### src/rtl/step_sequencer_pkg.sv
// Shared types and default widths for the step sequencer.
// Holds the FSM state enum and the default divisor/count widths.
package step_sequencer_pkg;

    localparam int DEF_DIV_BITS   = 8;
    localparam int DEF_COUNT_BITS = 16;

    typedef enum logic [1:0] {
        ST_IDLE,
        ST_SETUP,
        ST_RUN,
        ST_DONE
    } state_e;

endpackage

### src/rtl/step_sequencer_freq_divider.sv
// FreqDivider: square-wave step-rate timer.
// Ports: clk, reset (sync, high), clk_en (tick), en (run), div (divisor),
// clk_out toggles every div+1 enabled cycles while en=1; rising edges are
// therefore 2*(div+1) enabled cycles apart. en=0 clears it on an enabled edge.
module FreqDivider #(
    parameter int DIV_BITS = 8
) (
    input  logic                clk,
    input  logic                reset,
    input  logic                clk_en,
    input  logic                en,
    input  logic [DIV_BITS-1:0] div,
    output logic                clk_out
);

    logic [DIV_BITS-1:0] cnt_q, cnt_d;
    logic                out_q, out_d;

    always_comb begin
        cnt_d = cnt_q;
        out_d = out_q;
        if (clk_en) begin
            if (!en) begin
                cnt_d = '0;
                out_d = 1'b0;
            end else if (cnt_q == div) begin
                cnt_d = '0;
                out_d = ~out_q;
            end else begin
                cnt_d = cnt_q + DIV_BITS'(1);
            end
        end
    end

    always_ff @(posedge clk) begin
        if (reset) begin
            cnt_q <= '0;
            out_q <= 1'b0;
        end else begin
            cnt_q <= cnt_d;
            out_q <= out_d;
        end
    end

    assign clk_out = out_q;

endmodule

### src/rtl/step_sequencer.sv
// Step/direction sequencer: accepts a command, issues cmd_steps step pulses
// at the FreqDivider rate, then pulses done (aborted qualifies it).
// Ports: clk, reset (sync, high), clk_en, cmd_valid/ready/steps/div/dir,
// abort, step_out, dir_out, busy, done, aborted, steps_left.
// Option: define STEP_SEQUENCER_DIR_SETUP_EN to insert a SETUP_CYCLES
// (>=1) direction-setup wait before stepping.
module step_sequencer
    import step_sequencer_pkg::*;
#(
    parameter int DIV_BITS     = DEF_DIV_BITS,
    parameter int COUNT_BITS   = DEF_COUNT_BITS,
    parameter int SETUP_CYCLES = 4
) (
    input  logic                  clk,
    input  logic                  reset,
    input  logic                  clk_en,
    input  logic                  cmd_valid,
    output logic                  cmd_ready,
    input  logic [COUNT_BITS-1:0] cmd_steps,
    input  logic [DIV_BITS-1:0]   cmd_div,
    input  logic                  cmd_dir,
    input  logic                  abort,
    output logic                  step_out,
    output logic                  dir_out,
    output logic                  busy,
    output logic                  done,
    output logic                  aborted,
    output logic [COUNT_BITS-1:0] steps_left
);

    state_e                state_q, state_d;
    logic [DIV_BITS-1:0]   div_q, div_d;
    logic [COUNT_BITS-1:0] left_q, left_d;
    logic                  dir_q, dir_d;
    logic                  step_q, step_d;
    logic                  ab_q, ab_d;
    logic                  prev_q, prev_d;
    logic                  div_out;
    logic                  div_en;
    logic                  step_evt;

`ifdef STEP_SEQUENCER_DIR_SETUP_EN
    localparam int SW = $clog2(SETUP_CYCLES + 1);
    logic [SW-1:0] setup_q, setup_d;
`else
    logic unused_cfg;
    assign unused_cfg = |SETUP_CYCLES;
`endif

    assign div_en   = (state_q == ST_RUN);
    assign step_evt = div_out & ~prev_q;

    FreqDivider #(
        .DIV_BITS(DIV_BITS)
    ) u_div (
        .clk    (clk),
        .reset  (reset),
        .clk_en (clk_en),
        .en     (div_en),
        .div    (div_q),
        .clk_out(div_out)
    );

    always_comb begin
        state_d = state_q;
        div_d   = div_q;
        left_d  = left_q;
        dir_d   = dir_q;
        step_d  = step_q;
        ab_d    = ab_q;
        prev_d  = prev_q;
`ifdef STEP_SEQUENCER_DIR_SETUP_EN
        setup_d = setup_q;
`endif
        if (clk_en) begin
            step_d = 1'b0;
            // Edge history only matters while the divider runs.
            prev_d = div_en ? div_out : 1'b0;
            unique case (state_q)
                ST_IDLE: begin
                    if (cmd_valid) begin
                        div_d  = cmd_div;
                        left_d = cmd_steps;
                        dir_d  = cmd_dir;
                        ab_d   = 1'b0;
                        if (cmd_steps == '0) begin
                            state_d = ST_DONE;
                        end else begin
`ifdef STEP_SEQUENCER_DIR_SETUP_EN
                            state_d = ST_SETUP;
                            setup_d = '0;
`else
                            state_d = ST_RUN;
`endif
                        end
                    end
                end
                ST_SETUP: begin
`ifdef STEP_SEQUENCER_DIR_SETUP_EN
                    if (abort) begin
                        state_d = ST_DONE;
                        ab_d    = 1'b1;
                    end else if (setup_q == SW'(SETUP_CYCLES - 1)) begin
                        state_d = ST_RUN;
                    end else begin
                        setup_d = setup_q + SW'(1);
                    end
`else
                    state_d = ST_IDLE;
`endif
                end
                ST_RUN: begin
                    if (abort) begin
                        state_d = ST_DONE;
                        ab_d    = 1'b1;
                    end else if (step_evt && left_q != '0) begin
                        step_d = 1'b1;
                        left_d = left_q - COUNT_BITS'(1);
                        if (left_q == COUNT_BITS'(1)) begin
                            state_d = ST_DONE;
                        end
                    end
                end
                ST_DONE: begin
                    state_d = ST_IDLE;
                    ab_d    = 1'b0;
                end
                default: state_d = ST_IDLE;
            endcase
        end
    end

    always_ff @(posedge clk) begin
        if (reset) begin
            state_q <= ST_IDLE;
            div_q   <= '0;
            left_q  <= '0;
            dir_q   <= 1'b0;
            step_q  <= 1'b0;
            ab_q    <= 1'b0;
            prev_q  <= 1'b0;
        end else begin
            state_q <= state_d;
            div_q   <= div_d;
            left_q  <= left_d;
            dir_q   <= dir_d;
            step_q  <= step_d;
            ab_q    <= ab_d;
            prev_q  <= prev_d;
        end
    end

`ifdef STEP_SEQUENCER_DIR_SETUP_EN
    always_ff @(posedge clk) begin
        if (reset) begin
            setup_q <= '0;
        end else begin
            setup_q <= setup_d;
        end
    end
`endif

    assign cmd_ready  = (state_q == ST_IDLE);
    assign busy       = ~cmd_ready;
    assign done       = (state_q == ST_DONE);
    assign aborted    = ab_q;
    assign step_out   = step_q;
    assign dir_out    = dir_q;
    assign steps_left = left_q;

endmodule

### config.mk
export PLATFORM = sky130hd
export DESIGN_NAME = step_sequencer
export DESIGN_NICKNAME = d
export VERILOG_FILES = /design/src/rtl/step_sequencer_pkg.sv /design/src/rtl/step_sequencer_freq_divider.sv /design/src/rtl/step_sequencer.sv
export SDC_FILE = /design/constraint.sdc
export NUM_CORES = 1
export LEC_CHECK = 0
export CAP_MARGIN = 20
export CORE_ASPECT_RATIO = 1.4
export CORE_MARGIN = 2
export CORE_UTILIZATION = 45
export CTS_BUF_LIST = sky130_fd_sc_hd__clkbuf_8
export CTS_CLUSTER_SIZE = 28
export DETAILED_ROUTE_END_ITERATION = 16
export PLACE_DENSITY = 0.73
export SLEW_MARGIN = 20
export SYNTH_ARGS = -nofsm -noshare
export SYNTH_HDL_FRONTEND = slang
export SYNTH_SLANG_ARGS = --single-unit
### constraint.sdc
create_clock -name clk -period 2.6 [get_ports clk]
set_clock_uncertainty 0.15 [all_clocks]
set_input_delay 0.52 -clock clk [delete_from_list [all_inputs] [get_ports clk]]
set_output_delay 0.52 -clock clk [all_outputs]
set_load 0.01 [all_outputs]
* After elaboration in Yosys (flattened, before gate mapping) *
Cells that the tools add are included.

storage, ports and cells
  logic and storage cells = 60
  bits of input ports = 30
  bits in registers = 39
  output and inout bits = 22

operators by class
  mux-type cells = 21
  $add $sub $neg = 2
  eq/ne operators = 12
  reductions and logical operators = 12
  bitwise gates (word level) = 4

operators by type and width
  kind                                                   count
  2-to-1 mux 16 bit                                      3
  case mux 16 bit (2 select lines)                       1
  == test 16 x 1 -> 1 bit, second input constant         1
  zero test 16 bit                                       1
  2-to-1 mux 8 bit                                       2
  nonzero test 16 bit                                    1
  subtractor 16 x 1 -> 16 bit, second input constant     1
  2-to-1 mux 1 bit                                       9
  adder 8 x 1 -> 8 bit, second input constant            1
  == test 8 bit                                          1
  2-to-1 mux 2 bit                                       4
  AND reduction 4 bit                                    2
  inequality test 2 bit, second input constant           3
  inequality test 3 x 2 -> 1 bit, second input constant  2
  case mux 2 bit (3 select lines)                        1
  AND reduction 5 bit                                    1
  == test 2 bit, second input constant                   2
  inequality test 2 x 1 -> 1 bit, second input constant  2
  NOT 1 bit                                              3
  case mux 1 bit (3 select lines)                        1
  AND reduction 3 bit                                    1
  nonzero test 3 bit                                     1
  == test 2 x 1 -> 1 bit, second input constant          1
  zero test 2 bit                                        1
  other kinds (5)                                        5

* Longest topological paths before layout *
  word-level depth = 6
  gate-level depth with buffers = 8
  gate-level depth less buffers = 6

* By module *
Synthesis repeated with hierarchy kept, for this count alone.

unflattened totals
  cells, all modules = 287
  area, all modules = 2239.6 um^2

modules (own cells, without submodules)
  module          area each (um^2)  sequential area each (um^2)  cells an instance  instances
  step_sequencer  1749.2            600.6                        234                1
  FreqDivider     490.5             180.2                        53                 1

* Least setup slack after synthesis *
OpenSTA, ideal clock, no wires.

  kind = register -> register
  start = register left_q[0], in the netlist steps_left[0]
  end = register left_q[13], in the netlist steps_left[13]
  setup slack = 621 ps
  required time = 2317 ps
  period minus slack after synthesis = 1979 ps
  cell stages (with the launch flop) = 9
  data arrival time = 1696 ps
  setup time = 133 ps
  path buffers = 2
  cells stage by stage = dfxtp_1 -> inv_1 -> ha_1 -> nor4bb_1 -> clkbuf_1 -> nand4_1 -> buf_2 -> a21oi_1 -> a211oi_2

on the way
  cells in the longest elaborated chain, start to end = 4
  elaborated cells on any way between the ends = 8
  classes of those cells = add/sub (1); eq/ne (1); mux (3); reduce/logical (3)

RTL lines
  element                                                                  line                                          text
  start, declared                                                          step_sequencer.sv:33                          logic [COUNT_BITS-1:0] left_q, left_d;
  start signal, assigned                                                   step_sequencer.sv:145                         left_q <= left_d;
  subtractor 16 x 1 -> 16 bit or nonzero test 16 bit (tied branches)       step_sequencer.sv:118, step_sequencer.sv:116
  2-to-1 mux 16 bit or logical AND 1 bit (tied branches)                   step_sequencer.sv:116                         end else if (step_evt && left_q != '0) begin
  2-to-1 mux 16 bit or inequality test 2 x 1 -> 1 bit (tied branches)      --
  case mux 16 bit (2 select lines) or AND reduction 5 bit (tied branches)  --

Parallel ways exist; a longest one is shown, timed or not. The select of a mux whose other input is x is not followed.
A chain may end at the register's enable or synchronous reset.

* Final worst setup path *
  start = register state_q[1]
  end = output busy

on the way
  cells in the longest elaborated chain, start to end = 2

RTL lines
  element                 line                   text
  start, declared         step_sequencer.sv:31   state_e state_q, state_d;
  start signal, assigned  step_sequencer.sv:143  state_q <= state_d;
  zero test 2 bit         step_sequencer.sv:163  assign cmd_ready = (state_q == ST_IDLE);
  NOT 1 bit               step_sequencer.sv:164  assign busy = ~cmd_ready;
  end, declared           step_sequencer.sv:25   output logic busy,

No other way between the ends.

==> flow_summary_export.csv <==
group,metric,value,unit
critical_path,worstPathArrival,1630,ps
timing,period_share,88.41,%
global_route,grt_usage,23.04,%
final_layout,finalNetCount,360,
detailed_routing,dr.pass1.iters,4,
timing,tightest_slew,632.5,ps
critical_path,cp_cell_sequence,"nor2_1 > inv_1 > clkdlybuf4s50_1",
status,status,"complete, no violations",
final_layout,layout-drive-gt1-share,7.927,%
die,die_h,88.40,um
critical_path,critPathMaxFanout,11,
logic_synthesis,syn_area,2290,sq um
global_route,grt_pass1_wl,10.26,mm
final_layout,syn2layout_area_growth,30.44,%
global_route,grt_pass1_vias,2243,
timing,whs,313.8,ps
flow_run,timing.max_cap.violations,0,
detailed_routing,drc_errors,0,
cts,htree_levels,2,
global_route,grt_max_degree,38,
power_and_ir_drop,ir_worst_vdd,0.4096,mV
global_route,antenna_found_initial,0,
power_and_ir_drop,p_per_area,552.4,nW/um^2
final_layout,final_cells,392,
detailed_routing,drt_wl_total,6.393,mm
final_layout,n_fill_cell,449,
critical_path,reg2reg_to,"steps_left[10]",
detailed_routing,vias_per_cell,6.028,
cts,cts_buffers,5,
logic_synthesis,netlist.area_leader.share,34.10,%
timing,max-slew-margin-rel,57.55,%
cts,clkLatencyLatePin,290,ps
place,dp.final_hpwl,4.629,mm
critical_path,crit_end,"busy",
logic_synthesis,synth_area_per_cell,8.148,sq um
critical_path,critical_path_buf_inv_count,2,
die,placementRows,30,
timing,finalCriticalPeriod,2299,ps
logic_synthesis,async_flop_share,0,%
timing,setup_viol,0,
logic_synthesis,synth-edff-count,0,
critical_path,slowest_stage,"dfxtp_1",
critical_path,reg2reg_from,"steps_left[0]",
die,fp.dieW,64.29,um
die,ios,52,
cts,cts-root-buf,"clkbuf_8",
logic_synthesis,synth_nets,314,
critical_path,critPathRequiredTime,1930,ps
critical_path,end_kind,"primary output",
logic_synthesis,ys_seq_elements,39,
detailed_routing,wl_per_cell,16.31,um
final_layout,final_common_cell,"clkdlybuf4s50_1",
critical_path,reg2reg_depth,6,
die,dieArea,5683,sq um
die,start_util,46.92,%
timing,hold_viol,0,
cts,cts_resized,0,
timing,fmax,435.0,MHz
cts,clk_pin_slew,80,ps
logic_synthesis,synth_top_cell_by_area,"dfxtp_1",
critical_path,cpLargestDelayFamily,"buffers and inverters",
cts,post_cts_buffers,0,
place,io_buffers,51,
detailed_routing,drt_iter0_drc,192,
logic_synthesis,synth_warnings,0,
detailed_routing,ant_nets,0,
worst_hold_path,hold_path_class,"reg2reg",
die,core-area,4880,sq um
critical_path,startpoint,"state_q[1]",
logic_synthesis,yosysSeqAreaShare,34.10,%
logic_synthesis,netlist_instances,281,
cts,cts_hold_buf,0,
logic_synthesis,yosysUniqueCellTypes,53,
detailed_routing,vias,2363,
critical_path,path_depth,3,
final_layout,diodes,0,
critical_path,cp-start-kind,"flip-flop",
logic_synthesis,synth_top_cells_by_area,"dfxtp_1 34%, nand2_1 6.1%, a21oi_1 5.7%",
logic_synthesis,ys.flop_type,"dfxtp_1",
global_route,overflow,0,
place,gp_congestion,0.8943,
place,dpl.cell_count,384,
critical_path,crit_type,"reg2out",
cts,cts_sinks,39,
timing,rsz0062_at_grt,"false",
critical_path,reg2reg_slack,310,ps
timing,tns,0,ps
power_and_ir_drop,p_leak,1.027,nW
timing,slew_viol_final,0,
cts,cts_tree,"yes",
final_layout,layout_common_cells,"51 x clkdlybuf4s50_1, 39 x dfxtp_1, 37 x nand2_1",
final_layout,utilization,61.21,%
critical_path,cp_slowest_stage_delay,560,ps
cts,clock_path_buffers,2,
-- power breakdown --
part	internal (mW)	switching [mW]	total [mW]
clock network	0.311	0.219	0.530
logic	0.211	0.237	0.448
registers	0.627	0.0444	0.671
-- worst register-to-register path, delay by kind of cell (launching register included) --
family          cells  cell delay, ps
compound gates      1             170
fa+ha+maj           1             220
buf+inv             1             110
flops               1             380
simple gates        3            1140
-- kinds of logic (layout without fill, tap and decap cells) --
logic type,count (synthesis),in the layout,synth area share [%]
xor gates and xnor gates,15,15,5.738
adders and majority gates,3,3,1.640
buffers and inverters,30,77,5.246
DFF,39,39,34.10
and+or+nand+nor,109,109,26.56
AOI/OAI and AO/OA,83,83,25.85
muxes,2,2,0.8744
-- per-stage QoR --
stage                     total power [mW]  worst slack (ps)  area, sq um
after CTS                            1.655             307.4         2987
after detailed placement             1.128             153.3         2869
after global routing                 1.729             188.5         2987
after floorplan                     0.9481             621.4         2290
final                                1.650             301.4         2987
after global placement               1.123             212.5         2869
-- sequential cells by signal, summed over array words and instances, names as in the netlist --
register       flops
step_out           1
prev_q             1
div_q              8
dir_out            1
steps_left        16
state_q            2
aborted            1
u_div.clk_out      1
u_div.cnt_q        8
-- cells in the mapped netlist, types with 2 or more instances --
library cell	count
mux2i_1	2
nor3b_1	3
o32ai_1	12
nand3_1	5
a311oi_1	3
nand4_1	7
or4_4	2
xnor2_1	12
nor4_2	3
a31oi_1	3
nand3b_1	2
nor3_1	5
o22ai_1	3
buf_1	2
o211a_1	3
nor4_1	7
dfxtp_1	39
nand4b_1	2
inv_1	6
and3_1	6
a21oi_1	26
xor2_1	3
nand2b_1	4
a211oi_1	13
nand2_1	37
nor2b_1	2
nor2_1	12
o31ai_1	2
buf_2	6
ha_1	3
a32oi_1	2
a221oi_1	4
and4_1	3
clkbuf_1	15
and2_1	4
-- how the worst min path moves through the flow --
stage               startpoint  endpoint  slack [ps]  depth (start not counted)
floorplan             div_q[0]  div_q[0]         300                          2
global placement       dir_out   dir_out         300                          2
detailed placement     dir_out   dir_out         300                          2
CTS                    dir_out   dir_out         320                          2
global route          div_q[1]  div_q[1]         340                          2
finish                 dir_out   dir_out         310                          2
-- final cells by class --
| cell class | count | area, sq um | share of cell area [%] |
|---|---|---|---|
| Clock buffer | 6 | 82.58 | 2.765 |
| Clock inverter | 2 | 35.03 | 1.173 |
| Inverter | 7 | 26.28 | 0.8798 |
| Multi-Input combinational cell | 212 | 1389 | 46.50 |
| Sequential cell | 39 | 780.7 | 26.14 |
| Tap cell | 64 | 80.08 | 2.681 |
| Timing Repair Buffer | 62 | 593.1 | 19.86 |
-- per-layer routing --
layer,routed length (um),vias to the layer above,track usage (%)
met4,147,0,9.478
met1,2689,1108,25.98
met2,3189,86,42.23
met3,366,11,4.707
met5,0,-,0
li1,-,1158,-
No activity file was read; power rests on OpenSTA's default activity.
